===== src/rtl/mybullet_app_pkg.sv =====
// Shared game package: heading encodings, park cell and playfield defaults.
// Bullet headings alias the tank headings so both blocks always agree.
package mybullet_app_pkg;

    localparam logic [1:0] TANK_DIR_UP    = 2'b00;
    localparam logic [1:0] TANK_DIR_DOWN  = 2'b01;
    localparam logic [1:0] TANK_DIR_LEFT  = 2'b10;
    localparam logic [1:0] TANK_DIR_RIGHT = 2'b11;

    localparam logic [1:0] DIR_UP    = TANK_DIR_UP;
    localparam logic [1:0] DIR_DOWN  = TANK_DIR_DOWN;
    localparam logic [1:0] DIR_LEFT  = TANK_DIR_LEFT;
    localparam logic [1:0] DIR_RIGHT = TANK_DIR_RIGHT;

    localparam logic [4:0] PARK = 5'd31;

    localparam int X_MAX_DEF = 15;
    localparam int Y_MAX_DEF = 19;
    localparam int RANGE_DEF = 8;

    typedef enum logic {
        IDLE = 1'b0,
        FLY  = 1'b1
    } bul_state_t;

endpackage


===== src/rtl/mybullet_app_edge_det.sv =====
// Rising-edge detector: one-cycle registered pulse the cycle after din goes 0->1.
// The first sample after reset only primes the history, so a level already high is not an edge.
module edge_det (
    input  logic clk,
    input  logic rst,
    input  logic din,
    output logic pulse
);

    logic r_hist;
    logic r_armed;
    logic r_pulse;

    always_ff @(posedge clk) begin
        if (rst) begin
            r_hist  <= 1'b0;
            r_armed <= 1'b0;
            r_pulse <= 1'b0;
        end else begin
            r_hist  <= din;
            r_armed <= 1'b1;
            r_pulse <= din & ~r_hist & r_armed;
        end
    end

    assign pulse = r_pulse;

endmodule


===== src/rtl/mybullet_app.sv =====
// Player bullet: IDLE/FLY FSM with a registered position datapath stepped on 4 Hz ticks.
// Optional flight-range limit enabled by defining MYBUL_RANGE_EN.
module mybullet_app
    import mybullet_app_pkg::*;
#(
    parameter int X_MAX = X_MAX_DEF,
    parameter int Y_MAX = Y_MAX_DEF,
    parameter int RANGE = RANGE_DEF
) (
    input  logic       clk,
    input  logic       rst,
    input  logic       clk_4Hz,
    input  logic       bul_en,
    input  logic       bul_sht,
    input  logic [1:0] tank_dir,
    input  logic [4:0] tank_x,
    input  logic [4:0] tank_y,
    input  logic       bul_hit,
    output logic [4:0] bul_x,
    output logic [4:0] bul_y,
    output logic [1:0] bul_dir,
    output logic       mybul_state
);

    localparam logic [4:0] XM = X_MAX[4:0];
    localparam logic [4:0] YM = Y_MAX[4:0];

    bul_state_t r_state;
    logic [4:0] r_x;
    logic [4:0] r_y;
    logic [1:0] r_dir;

    logic       w_tick;
    logic [4:0] w_nx;
    logic [4:0] w_ny;
    logic       w_edge;
    logic       w_range_out;
    logic       w_launch;
    logic       w_retire;
    logic       w_step;

    edge_det u_tick (
        .clk   (clk),
        .rst   (rst),
        .din   (clk_4Hz),
        .pulse (w_tick)
    );

    // Candidate next cell; w_edge flags a step that would leave the field
    always_comb begin
        w_nx   = r_x;
        w_ny   = r_y;
        w_edge = 1'b0;
        case (r_dir)
            DIR_UP:    if (r_y >= YM)    w_edge = 1'b1; else w_ny = r_y + 5'd1;
            DIR_DOWN:  if (r_y == 5'd0)  w_edge = 1'b1; else w_ny = r_y - 5'd1;
            DIR_LEFT:  if (r_x >= XM)    w_edge = 1'b1; else w_nx = r_x + 5'd1;
            DIR_RIGHT: if (r_x == 5'd0)  w_edge = 1'b1; else w_nx = r_x - 5'd1;
        endcase
    end

`ifdef MYBUL_RANGE_EN
    localparam int CW = $clog2(RANGE + 2);
    logic [CW-1:0] r_cnt;

    always_ff @(posedge clk) begin
        if (rst || w_launch) begin
            r_cnt <= '0;
        end else if (w_step) begin
            r_cnt <= r_cnt + 1'b1;
        end
    end

    // One more step would push the count past RANGE
    assign w_range_out = (r_cnt >= RANGE[CW-1:0]);
`else
    logic w_unused_range;
    assign w_unused_range = |RANGE;
    assign w_range_out    = 1'b0;
`endif

    // Hit and enable loss take priority over a simultaneous tick
    assign w_launch = (r_state == IDLE) && bul_sht && bul_en;
    assign w_retire = (r_state == FLY) &&
                      (!bul_en || bul_hit || (w_tick && (w_edge || w_range_out)));
    assign w_step   = (r_state == FLY) && !w_retire && w_tick;

    always_ff @(posedge clk) begin
        if (rst) begin
            r_state <= IDLE;
            r_x     <= PARK;
            r_y     <= PARK;
            r_dir   <= DIR_UP;
        end else begin
            case (r_state)
                IDLE: begin
                    if (w_launch) begin
                        r_state <= FLY;
                        r_x     <= tank_x;
                        r_y     <= tank_y;
                        r_dir   <= tank_dir;
                    end
                end
                FLY: begin
                    if (w_retire) begin
                        r_state <= IDLE;
                        r_x     <= PARK;
                        r_y     <= PARK;
                    end else if (w_step) begin
                        r_x <= w_nx;
                        r_y <= w_ny;
                    end
                end
            endcase
        end
    end

    assign bul_x       = r_x;
    assign bul_y       = r_y;
    assign bul_dir     = r_dir;
    assign mybul_state = (r_state == FLY);

endmodule


===== config.mk =====
export PLATFORM = sky130hd
export DESIGN_NAME = mybullet_app
export DESIGN_NICKNAME = d
export VERILOG_FILES = /design/src/rtl/mybullet_app_pkg.sv /design/src/rtl/mybullet_app_edge_det.sv /design/src/rtl/mybullet_app.sv
export SDC_FILE = /design/constraint.sdc
export NUM_CORES = 1
export LEC_CHECK = 0
export BUFFER_PORTS_ARGS = -buffer_cell sky130_fd_sc_hd__buf_4
export CAP_MARGIN = 15
export CORE_MARGIN = 1.5
export CORE_UTILIZATION = 46
export DETAILED_ROUTE_END_ITERATION = 7
export GPL_TIMING_DRIVEN = 0
export HOLD_SLACK_MARGIN = 0.1
export PLACE_DENSITY = 0.77
export SYNTH_ARGS = -nofsm -noshare
export SYNTH_HDL_FRONTEND = slang
export SYNTH_SLANG_ARGS = --single-unit

===== constraint.sdc =====
create_clock -name clk -period 2.1 [get_ports clk]
set_input_delay 0.315 -clock clk [delete_from_list [all_inputs] [get_ports clk]]
set_output_delay 0.315 -clock clk [all_outputs]
set_load 0.02 [all_outputs]

# Word-level counts from Yosys, hierarchy flattened

Index checks and enable logic that the tools add are counted.

Logic and storage cells: 67
Bits in registers: 16
Input bits: 18
Output and inout bits: 13

Bitwise gates (word level): 4
$add $sub $neg: 4
Order comparisons: 2
Equal/unequal tests: 11
Muxes and demuxes: 23
Reductions and logical operators: 16

Operator list:

| cell                                                | count |
|---|---|
| two-way mux 5 bit                                   | 10 |
| one-hot mux 5 bit (2 select lines)                  | 4 |
| != test 4 bit, second input constant                | 4 |
| adder 5 x 1 -> 5 bit, second input constant         | 2 |
| logical NOT 5 bit                                   | 2 |
| AND reduction 5 bit                                 | 2 |
| subtractor 5 x 1 -> 5 bit, second input constant    | 2 |
| != test 4 x 1 -> 1 bit, second input constant       | 2 |
| two-way mux 1 bit                                   | 7 |
| logical AND 1 bit                                   | 6 |
| >= comparator 5 x 4 -> 1 bit, second input constant | 1 |
| >= comparator 5 bit, second input constant          | 1 |
| equality test 2 bit, second input constant          | 2 |
| one-hot mux 1 bit (4 select lines)                  | 1 |
| != test 3 x 1 -> 1 bit, second input constant       | 1 |
| AND 1 bit                                           | 2 |
| equality test 2 x 1 -> 1 bit, second input constant | 1 |
| logical NOT 1 bit                                   | 2 |
| logical NOT 2 bit                                   | 1 |
| logical OR 1 bit                                    | 2 |
| != test 2 bit, second input constant                | 1 |
| inverter 1 bit                                      | 2 |
| one-hot mux 1 bit (2 select lines)                  | 1 |
| AND reduction 2 bit                                 | 1 |

# Logic depth before layout (Yosys ltp)

Gate-level depths: netlist of run 1.

Word-level depth: 12
Gate-level depth with buffers: 9
Depth with buffers taken out: 8

# By module

Synthesis of run 1 repeated with hierarchy kept, for this count alone.

Cells, all modules: 120
Area total of the unflattened synthesis: 1043.5 µm²

By module, submodules not included:

| module       | area an instance (µm²) | sequential area each (µm²) | instances | cells each |
|---|---|---|---|---|
| mybullet_app | 958.4                  | 260.2                      | 1         | 114 |
| edge_det     | 85.1                   | 60.1                       | 1         | 6 |

# Worst setup path after synthesis of run 1

Ideal clock, no wire load.

Path type: register to register
From: register r_y[1], in the netlist bul_y[1]
To: register r_y[4], in the netlist bul_y[4]
Path buffers: 1
Cell stages (with the launch flop): 7
Setup slack: -0.122 ns
Data required time: 1.966 ns
Library setup time: 0.134 ns
Data arrival time: 2.088 ns
Clock period less this slack: 2.222 ns
Cells stage by stage: dfxtp_1 -> a211o_1 -> a32o_2 -> or3_1 -> buf_2 -> and3_1 -> or4_1

Longest elaborated chain between the ends: 11
Elaborated cells on any way between the ends: 24
Those cells by class: add/sub: 2; order compare: 1; eq/ne: 4; mux: 9; reduce/logical: 8

RTL lines:

| item                                                            | line                                   | text |
|---|---|---|
| start: declaration                                              | mybullet_app.sv:30                     | `logic [4:0] r_y;` |
| start signal: assignment                                        | mybullet_app.sv:100                    | `r_y <= tank_y;` |
| start signal: assignment                                        | mybullet_app.sv:111                    | `r_y <= w_ny;` |
| >= comparator 5 bit / logical NOT 5 bit (equally long branches) | mybullet_app.sv:55, mybullet_app.sv:56 |  |
| two-way mux 1 bit (on tied branches)                            | mybullet_app.sv:55, mybullet_app.sv:56 |  |
| one-hot mux 1 bit (4 select lines)                              | mybullet_app.sv:54                     | `case (r_dir)` |
| logical AND 1 bit                                               | mybullet_app.sv:85                     | `(!bul_en \|\| bul_hit \|\| (w_tick && (w_edge \|\| w_range_out)));` |
| logical OR 1 bit                                                | mybullet_app.sv:85                     |  |
| logical AND 1 bit                                               | mybullet_app.sv:84                     | `assign w_retire = (r_state == FLY) &&` |
| logical NOT 1 bit                                               | mybullet_app.sv:86                     | `assign w_step = (r_state == FLY) && !w_retire && w_tick;` |
| logical AND 1 bit (2 in a row)                                  | mybullet_app.sv:86                     |  |
| != test 3 x 1 -> 1 bit (no line)                                | --                                     |  |
| AND reduction 5 bit (no line)                                   | --                                     |  |

Parallel ways exist; a longest one is shown, timed or not. The select of a mux whose other input is x is not followed.
A chain may end at the register's enable or synchronous reset.

# Final worst setup path of run 1

From: register r_y[0], in the netlist bul_y[0]
To: register r_y[4], in the netlist bul_y[4]

Same word-level chain as after synthesis.

==> results list, run 1 <==
- The finished cells cover 1460 um^2.
- Synthesis produced a netlist with a net count of 154.
- Combinational logic burns 33.0% of the power.
* Synthesis Warnings: 0
* Number of cells on the worst reg-to-reg path: 5
* Clock latency on the worst-skew pair: 0.30 ns
- Number of sinks on the clock net: 16
* CTS Buffer Depth: 2
- Prior to clock tree synthesis, the placed netlist has a worst setup slack of -0.185 ns.
- For hold timing, the worst endpoint is u_tick.r_hist.
- Setup repair after global routing could not meet its margin everywhere.
* Max H-tree Level: 1
- Averaged over all synthesized cells, the footprint is 8.48 um^2.
* Result of the run: complete, no violations
- Between clock sinks in the finished design, the worst skew comes to 0.00577 ns.
- In the synthesized netlist, the number of instances is 128.
- Leak Pwr: 0.000650 uW
- Entering global routing, the biggest net connects 11 pins.
* Final hold violation count: 0
* Vert. Die Dim: 51.6 um
- Wire length of the first global-routing pass: 4.66 mm
* Maximum capacitance violations: 0
* Hold path start: rst
- Cells along the critical path: a211o_1, a32o_2, or3_4, and3_4, or4_1
* Biggest area contributors in the synthesized netlist: sky130_fd_sc_hd__dfxtp_1 29%, sky130_fd_sc_hd__ha_1 6.9%, sky130_fd_sc_hd__a21oi_1 4.6%
- Cell taking the most area after synthesis: sky130_fd_sc_hd__dfxtp_1
- Post-DP HPWL: 2.03 mm
* Async set-or-reset flop fraction in the synthesized netlist: 0%
- After floorplanning, the core was sized to cover 2210 um^2.
* Switching pwr: 287 uW
- Once routing completed, OpenROAD measured the worst setup slack at 0.00407 ns.
- Based on the critical path, the design can be clocked at up to 0.477 GHz.
- Setup-failing EPs final: 0
- TritonCTS clock tree: built
* Vias in the first global route: 1043
- Power per cell area: 589 nW/um^2
- Buffers inserted during clock tree synthesis total 3.
- Antenna Diode Count: 0
- In this run the remaining antenna-violating nets after routing total 0.
- Register-to-register setup slack: 0.004 ns
- The first TritonRoute pass finished after 5 iterations.
- The floorplan has 17 rows.
- Post-synthesis cell area: 1090 um^2
- The critical path is of the reg -> reg type.
- CP required: 2.29 ns
* Clock network fraction of design power: 24.9%
- In this run the critical register-to-register path is launched from bul_y[0].
* Total routing resource utilization after global routing: 23.2%
- Class of the tightest hold or removal check: in -> reg
- The worst path needs 2.10 ns of the cycle, external delays included.
- In this run, distinct cell masters in the synthesized netlist total 40.
- Area after DPL: 1370 um^2
* Relative slew slack: 56.8%
- Average routed wire per standard cell: 14.8 um
- Of the total power, registers draw 42.1%.
- Transition time at the pin with the least slew margin: 0.644 ns
- Chip width: 51.6 um
* Slowest stage cell on the critical path: sky130_fd_sc_hd__or4_1
- Along the worst hold path, the cell count comes to 2.
* Clk slew on worst S/H paths: 0.10 ns
- Quantity of hold-fixing buffers added after cts: 0
- Share of synthesized area occupied by flip-flops and latches: 29.5%
* CTS Root Cell: sky130_fd_sc_hd__clkbuf_4
- Hold_ws: 0.243 ns
- IO Count: 31
- The number of pins with negative max-slew slack in the final report came to 0.
* Routed WL: 2.85 mm
- Fraction of power spent switching nets: 33.3%
* Peak per-stage delay on the critical path: 0.45 ns
- Area growth, synth to finish: 34.8%
- Share of the synthesized area in the top cell type: 29.5%
* Most instantiated flip-flop cell in the synthesis netlist: sky130_fd_sc_hd__dfxtp_1
- Register bit count reported by yosys: 16
- STA classifies the critical path startpoint as a register.
- Along the worst path, the maximum fanout reaches 7.
- Number of enable-type register cells in the synthesized netlist: 0
- Violation count after the first detailed-route iteration: 35
- Share of the clock period used by the worst path: 99.8%
- Data arrival time of the critical path: 2.28 ns
* Count of port buffers added during placement: 30
- Internal cell power: 575 uW
* Critical register-to-register path endpoint: bul_y[4]
* Max IR drop VDD: 0.453 mV
* Post-detailed-route via-to-cell ratio: 5.74
* Layout cell share with drive strength beyond 1: 33.3%
* Type of destination of the critical path: register
- Layout Nets: 192
* Gpl congestion: 0.835
* Vias: 1108
* Starting density of the core: 49.1%
- Total overflow reported by the global router: 0
* Post-detailed-route DRC marker count: 0
- Number of antenna violations at the first check in global routing: 0
- The die covers 2660 um^2.
==> placed cells by master (no fill, tap or decap), types with 2 or more instances in the layout <==
cell / n
sky130_fd_sc_hd__buf_4: 34
sky130_fd_sc_hd__nor2_1: 12
sky130_fd_sc_hd__dfxtp_1: 11
sky130_fd_sc_hd__inv_1: 9
sky130_fd_sc_hd__a21oi_1: 9
sky130_fd_sc_hd__o21ai_0: 6
sky130_fd_sc_hd__ha_1: 6
sky130_fd_sc_hd__xor2_1: 5
sky130_fd_sc_hd__clkbuf_4: 4
sky130_fd_sc_hd__nor3_1: 4
sky130_fd_sc_hd__nor2b_1: 4
sky130_fd_sc_hd__a21o_1: 4
sky130_fd_sc_hd__dfxtp_2: 4
sky130_fd_sc_hd__a211o_1: 3
sky130_fd_sc_hd__nand3b_1: 3
sky130_fd_sc_hd__or3_1: 3
sky130_fd_sc_hd__o2bb2ai_1: 3
sky130_fd_sc_hd__clkbuf_1: 2
sky130_fd_sc_hd__nand2_1: 2
sky130_fd_sc_hd__xnor2_1: 2
sky130_fd_sc_hd__or4_1: 2
sky130_fd_sc_hd__mux2i_1: 2
sky130_fd_sc_hd__nand3_1: 2
sky130_fd_sc_hd__a221o_1: 2
sky130_fd_sc_hd__o21a_1: 2
==> critical path, delay by kind of cell (launching register included) <==
kind	cells	cell delay, ns
flip-flops	1	0.38
AO/OA/AOI/OAI	2	0.55
AND/OR/NAND/NOR	3	1.06
==> sequential cells by signal, indices dropped and copies added (netlist names) <==
| register | cells |
|---|---|
| bul_x | 5 |
| bul_y | 5 |
| bul_dir | 2 |
| mybul_state | 1 |
| u_tick.pulse | 1 |
| u_tick.r_armed | 1 |
| u_tick.r_hist | 1 |
==> metal layers <==
metal	track usage (%)	vias to the layer above	routed length [um]
li1	-	543	-
met1	28.4	517	1220
met4	3.95	0	23
met5	0	-	0
met2	40.2	44	1390
met3	7.18	4	220
==> timing repair <==
item / CTS / global route
gates resized for setup: 4 / 5
buffers inserted: 3 / 1
endpoints found under the setup margin: 8 / 5
pin swaps: 1 / 3
==> through the flow <==
stage          total power [uW]  utilization [%]  TNS, ns  cells
2_1_floorplan               540                -        0    128
3_3_place_gp                626             61.8   -0.515    186
3_5_place_dp                635             61.8   -0.552    186
4_1_cts                     854             65.6  -0.0435    193
5_1_grt                     903             66.2  -0.0796    193
6_report                    862             66.2        0    193
==> cells in the mapped netlist, types with 2 or more instances <==
| cell | instances |
|---|---|
| sky130_fd_sc_hd__a211o_1 | 3 |
| sky130_fd_sc_hd__a21o_1 | 4 |
| sky130_fd_sc_hd__a21oi_1 | 10 |
| sky130_fd_sc_hd__a221o_1 | 2 |
| sky130_fd_sc_hd__buf_2 | 2 |
| sky130_fd_sc_hd__clkbuf_1 | 3 |
| sky130_fd_sc_hd__dfxtp_1 | 16 |
| sky130_fd_sc_hd__fa_1 | 2 |
| sky130_fd_sc_hd__ha_1 | 6 |
| sky130_fd_sc_hd__inv_1 | 9 |
| sky130_fd_sc_hd__mux2i_1 | 2 |
| sky130_fd_sc_hd__nand2_1 | 3 |
| sky130_fd_sc_hd__nand2b_1 | 2 |
| sky130_fd_sc_hd__nand3_1 | 2 |
| sky130_fd_sc_hd__nand3b_1 | 3 |
| sky130_fd_sc_hd__nor2_1 | 12 |
| sky130_fd_sc_hd__nor2b_1 | 4 |
| sky130_fd_sc_hd__nor3_1 | 4 |
| sky130_fd_sc_hd__o21a_1 | 2 |
| sky130_fd_sc_hd__o21ai_0 | 6 |
| sky130_fd_sc_hd__o2bb2ai_1 | 3 |
| sky130_fd_sc_hd__or3_1 | 4 |
| sky130_fd_sc_hd__or4_1 | 2 |
| sky130_fd_sc_hd__xnor2_1 | 2 |
| sky130_fd_sc_hd__xor2_1 | 5 |
==> power groups by stage <==
| stage | combinational (uW) | clock [uW] | sequential, uW |
|---|---|---|---|
| after CTS | 281 | 212 | 361 |
| final | 284 | 215 | 363 |
| after global placement | 258 | 0 | 368 |
| after floorplan | 153 | 0 | 387 |
| after global routing | 313 | 222 | 368 |
| after detailed placement | 265 | 0 | 370 |
==> worst max path at each step <==
stage | to | slack, ns | start
6_report | bul_y[4] | 0.004 | bul_y[0]
5_1_grt | bul_x[4] | -0.04 | bul_y[1]
4_1_cts | bul_y[4] | -0.02 | bul_y[1]
3_5_place_dp | bul_y[0] | -0.18 | bul_y[1]
3_3_place_gp | bul_y[0] | -0.17 | bul_y[1]
2_1_floorplan | bul_y[4] | 0.002 | bul_y[1]
==> cell type report <==
class,instances,area (um^2)
fill,203,748
multi-input combinational,98,748
tap,28,35.0
timing repair buffer,34,255
buffer,4,26.3
sequential,16,329
clock buffer,4,36.3
inverter,9,33.8
==> kinds of logic (layout without fill, tap and decap cells) <==
| family | Yosys count | count (layout) | share of synthesized area, % |
|---|---|---|---|
| mux | 2 | 2 | 1.84 |
| flops | 16 | 16 | 29.5 |
| simple gates | 43 | 43 | 21.9 |
| fa+ha+maj | 8 | 8 | 10.6 |
| buf+inv | 14 | 51 | 5.07 |
| xor+xnor | 7 | 7 | 5.65 |
| compound gates | 38 | 38 | 25.5 |
No activity file was read; power rests on OpenSTA's default activity.
==> run 2, diff against run 1 <==
- CORE_ASPECT_RATIO: default -> 1.2
==> results list, run 2 (same netlist as run 1, synthesis figures left out) <==
* Result of the run: finished, violations left
- The checks that failed: setup timing.
* Final hold violation count: 0 (unchanged)
- Rows: 19 (+2)
- Peak per-stage delay on the critical path: 0.51 ns (+0.06 ns)
- Gpl congestion: 0.817 (-2.2%)
* Number of buffers created by CTS: 3 (unchanged)
- Layout cell share with drive strength beyond 1: 36.1% (+2.8 points)
* Routed WL: 2.80 mm (-1.8%)
* Starting density of the core: 48.1% (-1.0 points)
* Quantity of hold-fixing buffers added after cts: 0 (unchanged)
- The sum of overflow across all layers after global routing was 0 (unchanged).
* Wire length of the first global-routing pass: 4.64 mm (-0.60%)
* Clk slew on worst S/H paths: 0.10 ns (about the same)
- Startpoint types: register
* Clock latency on the worst-skew pair: 0.28 ns (-0.02 ns)
* Slowest stage cell on the critical path: sky130_fd_sc_hd__or4_4
- Leak Pwr: 0.000659 uW (+1.4%)
* Max IR drop VDD: 0.493 mV (+8.9%)
- Traced cell by cell, the critical path runs through a211o_1, a32o_2, or3_4, and3_4, or4_4.
- Violation count after the first detailed-route iteration: 49 (+40%)
- Commonest non-fill, non-tap cell in the layout: sky130_fd_sc_hd__buf_4
- TritonCTS built the clock tree.
- The worst setup path is captured at a register.
- The via-per-instance ratio is 5.84 (+1.8%).
* Critical Path Fanout Max: 4 (-3)
- Setup repair after global routing could not meet its margin everywhere.
- Post-DP HPWL: 1.99 mm (-1.8%)
- Total routing resource utilization after global routing: 22.7% (-0.46 points)
* Detailed-route wire length on metal 1: 1.17 mm (-3.9%)
- Fmax: 0.464 GHz (-2.7%)
* Relative slew slack: 54.5% (-2.3 points)
* Chip width: 47.4 um (-8.2%)
- Vert. Die Dim: 56.2 um (+9.0%)
* Commonest cells after routing, fill and taps aside: 36 x sky130_fd_sc_hd__buf_4, 12 x sky130_fd_sc_hd__nor2_1, 11 x sky130_fd_sc_hd__dfxtp_1
* Worst Path Class, Setup: reg -> reg
- Class of the tightest hold or removal check: in -> reg
- The maximum count of clock buffers along a single path came to 2 (unchanged).
* CTS Root Cell: sky130_fd_sc_hd__clkbuf_4
* Power per cell area: 580 nW/um^2 (-1.4%)
- Area of the placeable core: 2260 um^2 (+2.1%)
- The detail-routed net length per standard cell was 14.2 um (-3.8%).
- The post-route worst setup slack came to -0.0551 ns (-0.0592 ns).
- Area after DPL: 1370 um^2 (+0.27%)
* Transition time at the pin with the least slew margin: 0.678 ns (+0.0340 ns)
* Highest metal layer with signal wires: met4
- Aggregate negative setup slack: -0.0596 ns (-0.0596 ns)
- WL met2: 1.49 mm (+7.5%)
- The top-level I/O count was 31 (unchanged).
* Post-route antenna net violation count: 0 (unchanged)
* Final Max Tran Viols: 0 (unchanged)
- Design Area, Final: 1490 um^2 (+2.1%)
- The data arrival time of the critical path is 2.32 ns (+0.04 ns).
* Share of the clock period used by the worst path: 103% (+2.8 points)
- Setup-failing EPs final: 2 (+2)
- First-pass iteration count of the detailed router: 4 (-1)
* Vias in the first global route: 1137 (+9.0%)
- Grouping stages by cell kind, the critical path spends the most delay in simple AND/OR/NAND/NOR gates.
* Post-detailed-route DRC marker count: 0 (unchanged)
* Count of port buffers added during placement: 30 (unchanged)
- The number of antenna diodes was 0 (unchanged).
- Number of sinks on the clock net: 16 (unchanged)
* Area growth, synth to finish: 37.6%
- CP required: 2.26 ns (-0.03 ns)
- Tmin final: 2.16 ns (+0.0592 ns)
- Layout Nets: 193 (+0.52%)
* Worst clock skew: 0.00556 ns (-0.000211 ns)
* Amount of wire on met3 after detailed routing: 106 um (-52%)
- WP buf/inv: 0 (unchanged)
* Die outline area: 2660 um^2 (about the same)
* Max H-tree Level: 1 (unchanged)
* Number of antenna violations at the first check in global routing: 0 (unchanged)
- Largest net degree at the start of global routing: 11 (unchanged)
- Maximum capacitance violations: 0 (unchanged)
- The via count is 1151 (+3.9%).
run 2: area by class of cell:
type                            instances  area (um^2)
Tap cell                               31         38.8
Sequential cell                        16          329
Multi-Input combinational cell         98          767
Clock buffer                            4         36.3
Fill cell                             207          764
Buffer                                  4         26.3
Timing Repair Buffer                   35          263
Inverter                                9         33.8
run 2: worst paths after layout:
| kind | start | endpoint | slack (ns) | cells past startpoint |
|---|---|---|---|---|
| max | bul_y[1] | bul_y[4] | -0.06 | 5 |
| min | rst | u_tick.r_hist | 0.25 | 2 |
| max reg2reg | bul_y[1] | bul_y[4] | -0.06 | 5 |
| min reg2reg | u_tick.r_armed | u_tick.pulse | 0.48 | 1 |
run 2: timing repair:
action | CTS | global route
buffers inserted | 4 | 1
setup endpoints to repair | 5 | 7
gates resized for setup | 4 | 10
gates cloned | 0 | 0
pin swaps | 1 | 7
run 2: power by group:
part	internal [uW]	leakage [uW]	total (uW)	switching, uW
clock network	105	0.0000210	205	99.7
registers	328	0.000133	364	35.8
logic	147	0.000505	298	151
run 2: through the flow:
stage | setup WS, ns | utilization, % | power (uW) | hold slack (ns) | std cells
after floorplan | 0.00238 | - | 540 | 0.394 | 128
final | -0.0551 | 66.1 | 867 | 0.251 | 197
after CTS | -0.0348 | 64.7 | 853 | 0.247 | 197
after global placement | -0.141 | 60.7 | 628 | 0.444 | 189
after detailed placement | -0.164 | 60.7 | 636 | 0.460 | 189
after global routing | -0.109 | 66.1 | 917 | 0.255 | 197
run 2: routing by layer:
| metal | up-vias | GRT usage, % |
|---|---|---|
| met3 | 4 | 3.25 |
| met2 | 34 | 37.5 |
| met1 | 565 | 28.8 |
| met4 | 0 | 7.94 |
| li1 | 548 | - |
| met5 | - | 0 |
